--- src/rtl/text_pkg.sv ---
// Shared types and constants for the VGA text path (string renderer and plotter).
// Line wrapping is enabled by defining TEXT_WRAP_EN.
package text_pkg;

  typedef enum logic [2:0] {
    ST_IDLE,
    ST_LOAD,
    ST_EVAL,
    ST_ISSUE,
    ST_WAIT,
    ST_ADV,
    ST_FIN
  } text_state_e;

  localparam logic [6:0] ASCII_NUL   = 7'h00;
  localparam logic [6:0] ASCII_SPACE = 7'h20;
  localparam logic [6:0] ASCII_LF    = 7'h0A;

  localparam int DEF_GLYPH_W = 10;
  localparam int DEF_GLYPH_H = 14;
  localparam int DEF_GAP_X   = 5;
  localparam int DEF_GAP_Y   = 4;

  function automatic logic is_blank(input logic [6:0] c);
    return (c == ASCII_NUL) || (c == ASCII_SPACE);
  endfunction

endpackage

--- src/rtl/text_cursor.sv ---
// Screen cursor for the string renderer: position plus column within a line.
// Wrapping after LINE_CHARS cells happens only when TEXT_WRAP_EN is defined.
module text_cursor
  import text_pkg::*;
#(
  parameter int COORD_W    = 11,
  parameter int STEP_X     = DEF_GLYPH_W + DEF_GAP_X,
  parameter int STEP_Y     = DEF_GLYPH_H + DEF_GAP_Y,
  parameter int LINE_CHARS = 8
) (
  input  logic               clk,
  input  logic               reset,
  input  logic               i_load,
  input  logic               i_advance,
  input  logic               i_newline,
  input  logic [COORD_W-1:0] i_x0,
  input  logic [COORD_W-1:0] i_y0,
  output logic [COORD_W-1:0] o_x,
  output logic [COORD_W-1:0] o_y
);

  localparam int COL_W = $clog2(LINE_CHARS + 1);

`ifdef TEXT_WRAP_EN
  localparam bit WRAP_EN = 1'b1;
`else
  localparam bit WRAP_EN = 1'b0;
`endif

  logic [COORD_W-1:0] r_x;
  logic [COORD_W-1:0] r_y;
  logic [COL_W-1:0]   r_col;
  logic               w_line_end;
  logic               w_break;

  assign w_line_end = WRAP_EN &&
                      (r_col == COL_W'(LINE_CHARS - 1));
  assign w_break    = i_newline ||
                      (i_advance && w_line_end);

  always_ff @(posedge clk or posedge reset) begin
    if (reset) begin
      r_x   <= '0;
      r_y   <= '0;
      r_col <= '0;
    end else if (i_load) begin
      r_x   <= i_x0;
      r_y   <= i_y0;
      r_col <= '0;
    end else if (w_break) begin
      r_x   <= i_x0;
      r_y   <= r_y + COORD_W'(STEP_Y);
      r_col <= '0;
    end else if (i_advance) begin
      r_x   <= r_x + COORD_W'(STEP_X);
      r_col <= r_col + 1'b1;
    end
  end

  assign o_x = r_x;
  assign o_y = r_y;

endmodule

--- src/rtl/text_string_renderer.sv ---
// Sequences a latched ASCII string into glyph requests for the character plotter.
// Define TEXT_WRAP_EN to wrap lines and treat 0x0A as a newline.
module text_string_renderer
  import text_pkg::*;
#(
  parameter int  MAX_CHARS  = 16,
  parameter int  GLYPH_W    = DEF_GLYPH_W,
  parameter int  GLYPH_H    = DEF_GLYPH_H,
  parameter int  GAP_X      = DEF_GAP_X,
  parameter int  GAP_Y      = DEF_GAP_Y,
  parameter int  LINE_CHARS = 8,
  parameter int  COORD_W    = 11,
  localparam int LEN_W      = $clog2(MAX_CHARS + 1)
) (
  input  logic                      clk,
  input  logic                      reset,
  input  logic                      start,
  input  logic [MAX_CHARS-1:0][6:0] str,
  input  logic [LEN_W-1:0]          len,
  input  logic [COORD_W-1:0]        x0,
  input  logic [COORD_W-1:0]        y0,
  output logic [6:0]                char_code,
  output logic [COORD_W-1:0]        char_x,
  output logic [COORD_W-1:0]        char_y,
  output logic                      char_valid,
  input  logic                      char_ready,
  input  logic                      char_done,
  output logic                      busy,
  output logic                      done
);

  text_state_e r_state;
  text_state_e w_next;

  logic [MAX_CHARS-1:0][6:0] r_str;
  logic [LEN_W-1:0]          r_len;
  logic [LEN_W-1:0]          r_idx;
  logic [COORD_W-1:0]        r_x0;
  logic [COORD_W-1:0]        r_y0;
  logic [6:0]                r_code;
  logic [COORD_W-1:0]        r_cx;
  logic [COORD_W-1:0]        r_cy;
  logic [6:0]                w_code;
  logic [COORD_W-1:0]        w_cur_x;
  logic [COORD_W-1:0]        w_cur_y;
  logic                      w_capture;
  logic                      w_load;
  logic                      w_adv;
  logic                      w_nl;
  logic                      w_latch;

  text_cursor #(
    .COORD_W    (COORD_W),
    .STEP_X     (GLYPH_W + GAP_X),
    .STEP_Y     (GLYPH_H + GAP_Y),
    .LINE_CHARS (LINE_CHARS)
  ) u_cursor (
    .clk       (clk),
    .reset     (reset),
    .i_load    (w_load),
    .i_advance (w_adv),
    .i_newline (w_nl),
    .i_x0      (r_x0),
    .i_y0      (r_y0),
    .o_x       (w_cur_x),
    .o_y       (w_cur_y)
  );

  // Compare-based select keeps idx==len (one past the end) harmless.
  always_comb begin
    w_code = ASCII_NUL;
    for (int i = 0; i < MAX_CHARS; i++) begin
      if (r_idx == LEN_W'(i)) w_code = r_str[i];
    end
  end

  always_ff @(posedge clk or posedge reset) begin
    if (reset) r_state <= ST_IDLE;
    else       r_state <= w_next;
  end

  always_comb begin
    w_next     = r_state;
    w_capture  = 1'b0;
    w_load     = 1'b0;
    w_adv      = 1'b0;
    w_nl       = 1'b0;
    w_latch    = 1'b0;
    char_valid = 1'b0;
    busy       = 1'b1;
    done       = 1'b0;
    unique case (r_state)
      ST_IDLE: begin
        busy = 1'b0;
        if (start) begin
          w_capture = 1'b1;
          w_next    = ST_LOAD;
        end
      end
      ST_LOAD: begin
        w_load = 1'b1;
        w_next = ST_EVAL;
      end
      ST_EVAL: begin
        if (r_idx == r_len) begin
          w_next = ST_FIN;
        end else if (is_blank(w_code)) begin
          w_next = ST_ADV;
        end else if (w_code == ASCII_LF) begin
`ifdef TEXT_WRAP_EN
          w_nl = 1'b1;
`else
          w_next = ST_ADV;
`endif
        end else begin
          w_latch = 1'b1;
          w_next  = ST_ISSUE;
        end
      end
      ST_ISSUE: begin
        char_valid = 1'b1;
        if (char_ready) w_next = ST_WAIT;
      end
      ST_WAIT: begin
        if (char_done) w_next = ST_ADV;
      end
      ST_ADV: begin
        w_adv  = 1'b1;
        w_next = ST_EVAL;
      end
      ST_FIN: begin
        done   = 1'b1;
        w_next = ST_IDLE;
      end
      default: w_next = ST_IDLE;
    endcase
  end

  always_ff @(posedge clk or posedge reset) begin
    if (reset) begin
      r_str  <= '0;
      r_len  <= '0;
      r_x0   <= '0;
      r_y0   <= '0;
      r_idx  <= '0;
      r_code <= '0;
      r_cx   <= '0;
      r_cy   <= '0;
    end else begin
      if (w_capture) begin
        r_str <= str;
        r_len <= (len > LEN_W'(MAX_CHARS)) ?
                 LEN_W'(MAX_CHARS) : len;
        r_x0  <= x0;
        r_y0  <= y0;
      end
      if (w_load)             r_idx <= '0;
      else if (w_adv || w_nl) r_idx <= r_idx + 1'b1;
      if (w_latch) begin
        r_code <= w_code;
        r_cx   <= w_cur_x;
        r_cy   <= w_cur_y;
      end
    end
  end

  assign char_code = r_code;
  assign char_x    = r_cx;
  assign char_y    = r_cy;

endmodule

--- config.mk ---
export PLATFORM = sky130hd
export DESIGN_NAME = text_string_renderer
export DESIGN_NICKNAME = d
export VERILOG_FILES = /design/src/rtl/text_pkg.sv /design/src/rtl/text_cursor.sv /design/src/rtl/text_string_renderer.sv
export SDC_FILE = /design/constraint.sdc
export NUM_CORES = 1
export LEC_CHECK = 0
export BUFFER_PORTS_ARGS = -buffer_cell sky130_fd_sc_hd__buf_4
export CORE_ASPECT_RATIO = 1.4
export CORE_MARGIN = 3
export CORE_UTILIZATION = 50
export DETAILED_ROUTE_END_ITERATION = 6
export PLACE_DENSITY_LB_ADDON = 0.12
export SYNTH_ARGS = -nofsm -noshare
export SYNTH_HDL_FRONTEND = slang
export SYNTH_HIERARCHICAL = 1
export SYNTH_SLANG_ARGS = --single-unit
--- constraint.sdc ---
create_clock -name clk -period 6.45 [get_ports clk]
set_input_delay 1.29 -clock clk [delete_from_list [all_inputs] [get_ports clk]]
set_output_delay 1.29 -clock clk [all_outputs]
set_load 0.1 [all_outputs]
# After elaboration in Yosys (flattened, before gate mapping)
# Cells that the tools add are included.
[classes] n_addsub=2 magnitude_cmp=1 n_eq_ne=27 mux=39 reduce_logical=7
[op_table] operator="$mux W7" n=16
[op_table] operator="$eq A5 B4 Y1 const B" n=8
[op_table] operator="$mux W11" n=2
[op_table] operator="$eq A5 B3 Y1 const B" n=4
[op_table] operator="$mux W3" n=6
[op_table] operator="$mux W5" n=3
[op_table] operator="$pmux W3 S5" n=1
[op_table] operator="$add A11 B4 Y11 const B" n=1
[op_table] operator="$mux W1" n=11
[op_table] operator="$eq A5 B2 Y1 const B" n=2
[op_table] operator="$eq A3 B3 Y1 const B" n=3
[op_table] operator="$eq A7 B4 Y1 const B" n=1
[op_table] operator="$eq A7 B6 Y1 const B" n=1
[op_table] operator="$logic_not A7 Y1" n=1
[op_table] operator="$eq A3 B2 Y1 const B" n=2
[op_table] operator="$ne A2 B2 Y1 const B" n=3
[op_table] operator="$add A5 B1 Y5 const B" n=1
[op_table] operator="$eq A5 B1 Y1 const B" n=1
[op_table] operator="$eq A5 B5 Y1" n=1
[op_table] operator="$gt A5 B5 Y1 const B" n=1
[op_table] operator="$logic_not A5 Y1" n=1
[op_table] operator="$eq A3 B1 Y1 const B" n=1
[op_table] operator="$logic_not A3 Y1" n=1
[op_table] operator="$reduce_and A3 Y1" n=1
[op_table] operator="3 further kinds" n=3
[word_totals] ff_bits=198 inputBits=144 output_inout_bits=32 word_cells=102

# Longest topological paths before layout
# Gate-level depths: netlist of the first run.
[logic_depth] ltp_word=22 mapped_depth=17 depth_no_buf=11

# Cells and area by module
# The synthesis of the first run kept the hierarchy.
[by_module_without_submodules] module="text_string_renderer" n_inst=1 cells_per_inst=1009 area_per_inst_um2=8759.7 seq_area_each_um2=4404.2
[by_module_without_submodules] module="text_cursor" n_inst=1 cells_per_inst=139 area_per_inst_um2=1248.7 seq_area_each_um2=550.5

# Worst setup path before layout of the first run
# OpenSTA, ideal clock, no wires.
[synth_timing] kind="register -> output" startpoint="register r_state[2]" endpoint="output port done" arrival_ns=2.938 t_required_ns=5.160 path_slack_ns=2.222 path_stages_with_launch=4 n_path_buf=1 path_cell_list="dfrtp_1 clkbuf_1 inv_1 nor3b_1"
[synth_between] elab_chain_len=2
[synth_rtl] element="start, declared" line="text_string_renderer.sv:32" source="text_state_e r_state;"
[synth_rtl] element="start signal, assigned" line="text_string_renderer.sv:79" source="else r_state <= w_next;"
[synth_rtl] element="$eq A3 B3 Y1" line="text_string_renderer.sv:92" source="unique case (r_state)"
[synth_rtl] element="$mux W1" line="text_string_renderer.sv:92"
[synth_rtl] element="end, declared" line="text_string_renderer.sv:29" source="output logic done"
# Every way passes these cells.

# Final worst setup path of the first run
[layout_timing] startpoint="register r_idx[0]" endpoint="register r_cx[6], in the netlist char_x[6]"
[layout_between] elab_chain_len=22 elab_cells_between_ends=41 cone_classes="eq/ne: 18; mux: 20; reduce/logical: 3"
[layout_rtl] element="start, declared" line="text_string_renderer.sv:37" source="logic [LEN_W-1:0] r_idx;"
[layout_rtl] element="start signal, assigned" line="text_string_renderer.sv:158" source="else if (w_adv || w_nl) r_idx <= r_idx + 1'b1;"
[layout_rtl] element="$logic_not A5 Y1" line="text_string_renderer.sv:73" source="if (r_idx == LEN_W'(i)) w_code = r_str[i];"
[layout_rtl] element="$mux W7 (16 in series)" line="text_string_renderer.sv:73"
[layout_rtl] element="$eq A7 B4 Y1, or another cell as far along" line="text_string_renderer.sv:109" source="end else if (w_code == ASCII_LF) begin"
[layout_rtl] element="$mux W1 / $logic_or A1 B1 Y1 (equally long branches)" line="text_string_renderer.sv:109, text_pkg.sv:25"
[layout_rtl] element="$mux W1" line="text_string_renderer.sv:107" source="end else if (is_blank(w_code)) begin"
[layout_rtl] element="$mux W1 (*)" line="text_string_renderer.sv:105" source="if (r_idx == r_len) begin"
[layout_rtl] element="$mux W1 (*)" line="text_string_renderer.sv:92"
[layout_rtl] element="end signal, assigned" line="text_string_renderer.sv:161" source="r_cx <= w_cur_x;"
[layout_rtl] element="end, declared" line="text_string_renderer.sv:41" source="logic [COORD_W-1:0] r_cx;"
# Mark *: on every way between the ends. The rest lies on a longest branch, timed or not.
# A chain may end at the register's enable or synchronous reset.

==> flow_summary.yaml, run 1 <==
clock_tree:
  clock_sinks: 198
  holdBufCountCts: 0
  cts_resized: 0
  clk-insertion-delay-late_ps: 440
  clk_pin_slew_ps: 80
  cts_buffer_depth: 2
  cts_tree: "yes"
  post_cts_buffers: 0
  cts_root_buffer: "clkbuf_16"
  numCtsBuffers: 17
  htree_levels: 4
synth:
  yosysTopAreaCellShare_pct: 49.51
  synthArstFlopShare_pct: 100.0
  yosys_warnings: 6
  synth-seq-cells: 198
  synth_cell_types: 80
  seq_area_frac_synth_pct: 49.51
  synth_area_sq_um: 10010
  ys.flop_type: "dfrtp_1"
  synth_edf_count: 0
  syn_inst: 1148
  synthTopCellsByArea: "dfrtp_1 (50%), nand2_1 (17%), o21ai_0 (2.6%)"
  synth_commonest_cells: "nand2_1 (440), dfrtp_1 (198), o21ai_0 (51)"
  synthMostInstantiatedCell: "nand2_1"
  synth.avg_cell_area_sq_um: 8.718
  synth_area_leader_cell: "dfrtp_1"
critical_path:
  reg2reg_depth: 11
  cp-start-kind: "flip-flop"
  crit_chain: "inv_1 -> ha_1 -> buf_4 -> and4b_1 -> nor3_1 -> o31ai_2 -> nand3_1 -> o31ai_4 -> mux2_4 -> o21ai_4 -> mux2_2"
  worst-setup-path-type: "reg -> reg"
  cp_max_fo: 29
  crit_path_max_incr_delay_ps: 790
  crit_arrival_ps: 4700
  slowest_stage: "o21ai_4"
  r2r_setup_slack_ps: 2070
  cp.required_ps: 6770
  critPathLaunch: "r_idx[0]"
  r2r-end: "char_x[6]"
  r2r-start: "r_idx[0]"
  end_kind: "flip-flop"
  cp-endpoint: "char_x[6]"
sta:
  worst_clock_skew_ps: 14.89
  setup_viol: 0
  slew_viol_final: 0
  post-route-period-util_pct: 67.92
  tightest_slew_ps: 1159
  tns_ps: 0
  relSlewSlack_pct: 22.76
  whs_ps: 471.4
  rsz0062_at_grt: "no"
  hold_viol_final: 0
  period_minus_slack_ps: 4381
  timing.fmax_ghz: 0.2283
finish:
  fillers: 1709
  finalNetCount: 1432
  drive_gt1_share_pct: 20.40
  diodes: 0
  syn2layout_area_growth_pct: 19.32
  instances_no_fill: 1542
  final_area_sq_um: 11940
  final_core_util_pct: 61.42
place:
  dpl.hpwl_um: 19480
  portBuffers: 175
  globalplace.congestion: 0.9933
  dpl_cell_area_sq_um: 11340
  dp.cells: 1510
run_status:
  status: "finished clean"
floorplanning:
  die_h_um: 173.4
  die_x_um: 125.6
  core_sq_um: 19440
  num_rows: 60
  start_util_pct: 51.47
  die_area_sq_um: 21770
  io-pin-count: 176
worst_hold_path:
  hp-class: "reg -> reg"
global_route:
  grt_util_all_layers_pct: 24.45
  grt_max_degree: 81
  grt_pass1_vias: 8277
  antenna_found_initial: 0
  grt_pass1_wl_um: 42860
  overflow: 0
detailed_routing:
  wl_um: 26500
  vias: 8411
  drtIter0Drc: 667
  drc: 0
  drtPass1Iterations: 5
  postRouteAntennaNets: 0
  post_drt_wl_per_cell_um: 17.19
  avgViaCountPerCell: 5.455
run:
  drv_cap: 0
power:
  peakVddDrop_uv: 197.0
  leakage_uw: 0.005943
  power.density_nw_per_um2: 502.6
[worst max-delay path: cells and delay by family, from the launching register on]
family                   cells  cell delay [ps]
adder cells (fa/ha/maj)      1              640
flip-flops                   1              460
AND/OR/NAND/NOR              3              580
buffers and inverters        2              490
multiplexers                 2              770
AO/OA/AOI/OAI                3             1310
[sequential cells by signal, summed over array words and instances (netlist names)]
register and count:
r_str 112, char_x 11, char_y 11, r_x0 11, r_y0 11, u_cursor/o_x 11, u_cursor/o_y 11, char_code 7
r_idx 5, r_len 5, r_state 3
[cell families after synthesis]
kind of cell | synth area share [%]
muxes | 4.176
and+or+nand+nor | 27.54
adders and majority gates | 0.8751
DFF | 49.51
other | 0.03747
xor gates and xnor gates | 0.8751
AOI/OAI and AO/OA | 11.63
buffers and inverters | 5.363
[report_power, final]
part           internal, uW  leakage [uW]  switching [uW]
combinational           888       0.00319            1760
clock                   557      0.000289             528
sequential             1820       0.00247             453
[cell type report]
cell class | count | area (sq um) | area share (%)
well taps | 248 | 310.3 | 2.598
clock inverters | 15 | 180.2 | 1.509
clock buffers | 17 | 425.4 | 3.562
inverters | 35 | 136.4 | 1.142
flip-flops and latches | 198 | 4955 | 41.49
repair buffers | 184 | 1381 | 11.57
multi-input cells | 845 | 4553 | 38.13
[worst min-delay path by stage]
| stage | startpoint | end | slack [ps] | cells after the start |
|---|---|---|---|---|
| after floorplan | r_str[17] | r_str[17] | 440 | 2 |
| after global placement | r_x0[1] | r_x0[1] | 460 | 2 |
| after detailed placement | r_str[101] | r_str[101] | 460 | 2 |
| after CTS | r_y0[2] | r_y0[2] | 480 | 2 |
| after global routing | r_y0[2] | u_cursor/o_y[2] | 490 | 2 |
| final | r_y0[4] | u_cursor/o_y[4] | 470 | 2 |
[cells in the final DEF (no fill, tap or decap), types with 7 or more instances in the layout]
master and n:
a21oi_1 32, nor3_1 12, nand4_1 8, buf_4 184, mux2_2 22, dfrtp_1 198, nand3_1 19, nand2b_1 9
nand2_1 439, mux2i_1 8, or4_1 9, inv_1 34, clkbuf_16 17, or3_1 7, ha_1 7, nand3b_1 11
o21ai_0 51, a31oi_1 14, nor2_1 32, o211ai_1 13, nor2b_1 11
[routing by layer]
metal	share of wire (%)	wire length, um	track usage [%]
met1	43	11300	31.82
met2	50	13330	41.67
met3	4.4	1173	3.637
met4	2.6	701	8.544
met5	0	0	0
[through the flow]
step | setup WS [ps] | total power [uW]
finish | 2069 | 6001
global route | 1721 | 6395
CTS | 2051 | 6041
detailed placement | 2059 | 4945
global placement | 2133 | 4877
floorplan | 386.4 | 4240
Note: power is estimated with default switching activity, not from simulation.
==> inputs of run 2 (changes only) <==
--- a/config.mk
+++ b/config.mk
@@ -5,6 +5,7 @@
 export SDC_FILE = /design/constraint.sdc
 export NUM_CORES = 1
 export LEC_CHECK = 0
+export ABC_AREA = 1
 export BUFFER_PORTS_ARGS = -buffer_cell sky130_fd_sc_hd__buf_4
 export CORE_ASPECT_RATIO = 1.4
 export CORE_MARGIN = 3
==> constraint.sdc (replaced) <==
create_clock -name clk -period 3.6 [get_ports clk]
set_input_delay 0.72 -clock clk [delete_from_list [all_inputs] [get_ports clk]]
set_output_delay 0.72 -clock clk [all_outputs]
set_load 0.1 [all_outputs]
==> flow_summary.yaml, run 2 <==
global_route:
  grt_max_degree: 144
  grt_pass1_wl_um: 40460
  antenna_found_initial: 1
  overflow: 0
  grt_util_all_layers_pct: 23.21
  grt_pass1_vias: 8508
power:
  combPwrFrac_pct: 45.8
  power.density_nw_per_um2: 902.9
  p_total_uw: 10820
  leakage_uw: 0.006636
  p_sw_uw: 5078
  pwr-share-clk_pct: 17.9
  p_sw_share_pct: 46.95
  p_int_uw: 5739
  peakVddDrop_uv: 396.4
  pwr-share-seq_pct: 36.3
synth:
  synth_commonest_cells: "nand2_1 (712), dfrtp_1 (198), inv_1 (115)"
  syn_inst: 1358
  synth_cell_types: 39
  synth-seq-cells: 198
  yosys_warnings: 6
  synth.avg_cell_area_sq_um: 7.232
  synth_area_leader_cell: "dfrtp_1"
  synthMostInstantiatedCell: "nand2_1"
  synthArstFlopShare_pct: 100.0
  synth_edf_count: 0
  seq_area_frac_synth_pct: 50.45
  ys.flop_type: "dfrtp_1"
  yosysTopAreaCellShare_pct: 50.45
  synth_area_sq_um: 9821
  synthTopCellsByArea: "dfrtp_1 (50%), nand2_1 (27%), inv_1 (4.4%)"
clock_tree:
  htree_levels: 4
  clk_pin_slew_ps: 70
  holdBufCountCts: 0
  cts_buffer_depth: 2
  cts_resized: 0
  clk-insertion-delay-late_ps: 440
  numCtsBuffers: 17
  cts_root_buffer: "clkbuf_16"
  cts_tree: "yes"
  clock_sinks: 198
  post_cts_buffers: 0
place:
  dpl.hpwl_um: 17910
  portBuffers: 175
  globalplace.congestion: 0.9493
critical_path:
  critPathLaunch: "r_idx[0]"
  cp-start-kind: "flip-flop"
  crit_path_max_incr_delay_ps: 420
  crit_top_cell: "nand2_1"
  slowest_stage: "dfrtp_1"
  reg2reg_depth: 29
  crit_family: "simple AND/OR/NAND/NOR gates"
  cp.required_ps: 3970
  cp_max_fo: 21
  r2r_setup_slack_ps: 310
  worst-setup-path-type: "reg -> reg"
  r2r-end: "char_y[7]"
  r2r-start: "r_idx[0]"
  worst-path-buf-inv: 6
  crit_arrival_ps: 3660
  end_kind: "flip-flop"
floorplanning:
  die_x_um: 124.4
  core_sq_um: 19290
  die_h_um: 171.8
  start_util_pct: 50.90
  die_area_sq_um: 21380
  num_rows: 60
  io-pin-count: 176
finish:
  layout_commonest_cell: "nand2_1"
  top_register: "r_str"
  drive_gt1_share_pct: 17.78
  largest_reg_flops: 112
  regArea_sq_um: 4955
  finalNetCount: 1670
  multi_input_area_sq_um: 4172
  syn2layout_area_growth_pct: 21.99
  fillers: 1818
  final_cell_mix: "nand2_1 (710), dfrtp_1 (198), buf_4 (181), inv_1 (114), nand3_1 (69)"
sta:
  hold_viol_final: 0
  relSlewSlack_pct: 38.09
  tns_ps: 0
  timing.fmax_ghz: 0.3036
  tightest_slew_ps: 927.7
  rsz0062_at_grt: "no"
  worst_clock_skew_ps: 16.93
  slew_viol_final: 0
  setup_viol: 0
  post-route-period-util_pct: 91.50
  period_minus_slack_ps: 3294
detailed_routing:
  drtPass1Iterations: 7
  post_drt_wl_per_cell_um: 13.79
  wl_um: 24540
  drc: 0
  vias: 8771
  postRouteAntennaNets: 0
  drtIter0Drc: 557
  avgViaCountPerCell: 4.930
run_status:
  status: "finished clean"
run:
  drv_cap: 0
worst_hold_path:
  hp-class: "in -> async"
-- run 2: cell count changes in the layout (fill, tap and decap cells not counted), moves of 14 or more --
cell | previous run | this run
nand3_1 | 19 | 69
nand2_1 | 439 | 710
mux2_2 | 22 | 0
inv_1 | 34 | 114
nand2_2 | 0 | 22
a31oi_1 | 14 | 0
nor2_1 | 32 | 50
-- run 2: cells by family after synthesis --
kind of cell / count (synthesis) / share of synthesized area (%)
XOR/XNOR: 1 / 0.08920
buffers and inverters: 177 / 7.364
other: 1 / 0.03818
flip-flops: 198 / 50.45
adder cells (fa/ha/maj): 7 / 0.8918
AO/OA/AOI/OAI: 86 / 4.752
AND/OR/NAND/NOR: 888 / 36.41
-- run 2: layout make-up --
class                   count  area share (%)
repair buffers            186           12.10
clock inverters            13           1.368
inverters                 130           4.188
multi-input cells         986           34.82
clock buffers              17           3.551
diodes                      1         0.02089
well taps                 248           2.590
flip-flops and latches    198           41.36
-- run 2: worst min-delay path: stages --
cell and delay (ps):
buf_4 120, clkinvlp_4 110, buf_12 300
-- run 2: layer usage --
layer	global-route usage (%)	vias to the layer above	wire (um)
li1	-	4458	-
met1	28.03	4059	10160
met2	42.00	216	12890
met3	3.697	38	992
met4	8.727	0	499
met5	0	-	0
-- run 2: worst max-delay path by stage --
stage	cells after the start	endpoint	slack, ps
floorplan	1	done	390
global placement	27	char_y[2]	290
detailed placement	27	char_y[1]	170
CTS	27	char_y[7]	130
global route	27	char_y[1]	10
finish	29	char_y[7]	310
-- run 2: through the flow --
| stage | worst slack (ps) | util [%] | std cells | hold slack, ps | cell area, sq um |
|---|---|---|---|---|---|
| global placement | 287.3 | 58.94 | 1748 | 447.3 | 11370 |
| global route | 13.37 | 62.09 | 1779 | 436.1 | 11980 |
| CTS | 125.3 | 62.00 | 1778 | 428.8 | 11960 |
| finish | 306.0 | 62.09 | 1779 | 418.1 | 11980 |
| floorplan | 387.4 | - | 1361 | 434.2 | 9836 |
| detailed placement | 168.3 | 58.94 | 1748 | 453.1 | 11370 |
-- run 2: power groups by stage --
stage                     combinational [uW]  clock [uW]  sequential (uW)
after floorplan                         2960           0             4650
after global placement                  4860           0             3940
after detailed placement                4960           0             3950
after CTS                               4980        1970             3920
after global routing                    5580        2070             4050
final                                   4950        1930             3930
==> inputs of run 3 (changes only) <==
==> constraint.sdc (replaced) <==
create_clock -name clk -period 4.2 [get_ports clk]
set_input_delay 0.84 -clock clk [delete_from_list [all_inputs] [get_ports clk]]
set_output_delay 0.84 -clock clk [all_outputs]
set_load 0.1 [all_outputs]
==> flow_summary.yaml, run 3 (synthesized netlist as in run 2, its figures left out) <==
power:
  peakVddDrop_uv: 323.9
  p_total_uw: 9079
  leakage_uw: 0.006595
  power.density_nw_per_um2: 763.9
sta:
  period_minus_slack_ps: 3518
  worst_slack_ps: 682.3
  tightest_slew_ps: 947.8
  setup_viol: 0
  timing.fmax_ghz: 0.2843
  worst_clock_skew_ps: 11.74
  whs_ps: 465.9
  hold_viol_final: 0
  rsz0062_at_grt: "no"
  slew_viol_final: 0
  relSlewSlack_pct: 36.74
  post-route-period-util_pct: 83.76
  tns_ps: 0
finish:
  final_core_util_pct: 61.60
  largest_reg_flops: 112
  layout_commonest_cell: "nand2_1"
  diodes: 0
  drive_gt1_share_pct: 17.41
  final_cell_mix: "nand2_1 (712), dfrtp_1 (198), buf_4 (180), inv_1 (114), nand3_1 (69)"
  syn2layout_area_growth_pct: 21.02
  finalNetCount: 1667
  top_register: "r_str"
critical_path:
  end_kind: "flip-flop"
  cp_max_fo: 31
  crit_arrival_ps: 3840
  cp-start-kind: "flip-flop"
  cp.required_ps: 4520
  worst-setup-path-type: "reg -> reg"
detailed_routing:
  wl_met2_um: 12310
  dr_wl_met3_um: 917
  post_drt_wl_per_cell_um: 13.60
  wl_met1_um: 10110
  routed.top_layer: "met4"
  postRouteAntennaNets: 0
  drtPass1Iterations: 5
  vias: 8755
  wl_um: 24160
  avgViaCountPerCell: 4.930
  drc: 0
  drtIter0Drc: 543
global_route:
  antenna_found_initial: 0
  grt_max_degree: 90
  overflow: 0
  grt_pass1_vias: 8426
  grt_pass1_wl_um: 39880
  grt_util_all_layers_pct: 22.88
floorplanning:
  core_sq_um: 19290
  die_area_sq_um: 21380
  start_util_pct: 50.90
  io-pin-count: 176
  num_rows: 60
  die_h_um: 171.8
  die_x_um: 124.4
clock_tree:
  htree_levels: 4
  cts_root_buffer: "clkbuf_16"
  clock_sinks: 198
  numCtsBuffers: 17
  clk_pin_slew_ps: 70
  clk-insertion-delay-late_ps: 430
  cts_buffer_depth: 2
  post_cts_buffers: 0
  cts_resized: 0
  cts_tree: "yes"
  holdBufCountCts: 0
worst_hold_path:
  hp-class: "reg -> reg"
place:
  globalplace.congestion: 0.8972
  dpl.hpwl_um: 18010
  dp_slack_ps: 692.5
  portBuffers: 175
run:
  drv_cap: 0
run_status:
  status: "finished clean"
==> run 3: final cells by class <==
type	instances	area [sq um]
Multi-Input combinational cell	986	4161
Fill cell	1866	7408
Clock buffer	17	425.4
Sequential cell	198	4955
Tap cell	248	310.3
Clock inverter	14	122.6
Inverter	130	499.2
Timing Repair Buffer	183	1411
==> run 3: worst max-delay path, cell delays in order, from the launching register on <==
cell and delay, ps:
dfrtp_1 440, inv_1 130, ha_1 170, inv_1 40, nor2_1 260, nand2_1 290, o21ai_2 180, inv_1 50
nand2_1 80, nand2_1 50, nand2_1 90, nand2_1 80, nand2_1 70, nand3_1 60, nand2_1 90, nand2_1 70
nand2_1 60, nand2_1 50, nand2_1 60, nand2_1 70, nor2_2 80, nand2_1 60, nor2_1 110, nand2_2 100
nand2_4 300, inv_6 190, nand2_1 110, nand2_1 50
==> run 3: per-layer routing <==
metal	GRT usage [%]	vias up
li1	-	4452
met1	27.63	4009
met2	41.13	236
met3	3.604	58
met4	9.204	0
met5	0	-
==> run 3: report_power, final <==
part | switching [uW] | internal [uW] | leakage, uW | total, uW
clock network | 754 | 775 | 0.000271 | 1530
registers | 597 | 2780 | 0.00249 | 3370
logic | 2960 | 1220 | 0.00384 | 4180
==> run 3: path summary, 6_finish.rpt <==
kind / from / end / slack (ps) / cells after the start
max: r_idx[1] / char_y[10] / 680 / 27
min: r_str[102] / r_str[102] / 470 / 2
max reg2reg: r_idx[1] / char_y[10] / 680 / 27
min reg2reg: r_str[102] / r_str[102] / 470 / 2
max in group asynchronous: reset / r_str[78] / 2670 / 3
min in group asynchronous: reset / char_x[0] / 580 / 2
==> run 3: stage by stage <==
| stage | instances | area [sq um] |
|---|---|---|
| after floorplan | 1361 | 9836 |
| after global placement | 1745 | 11340 |
| after detailed placement | 1745 | 11340 |
| after CTS | 1776 | 11890 |
| after global routing | 1776 | 11890 |
| final | 1776 | 11890 |
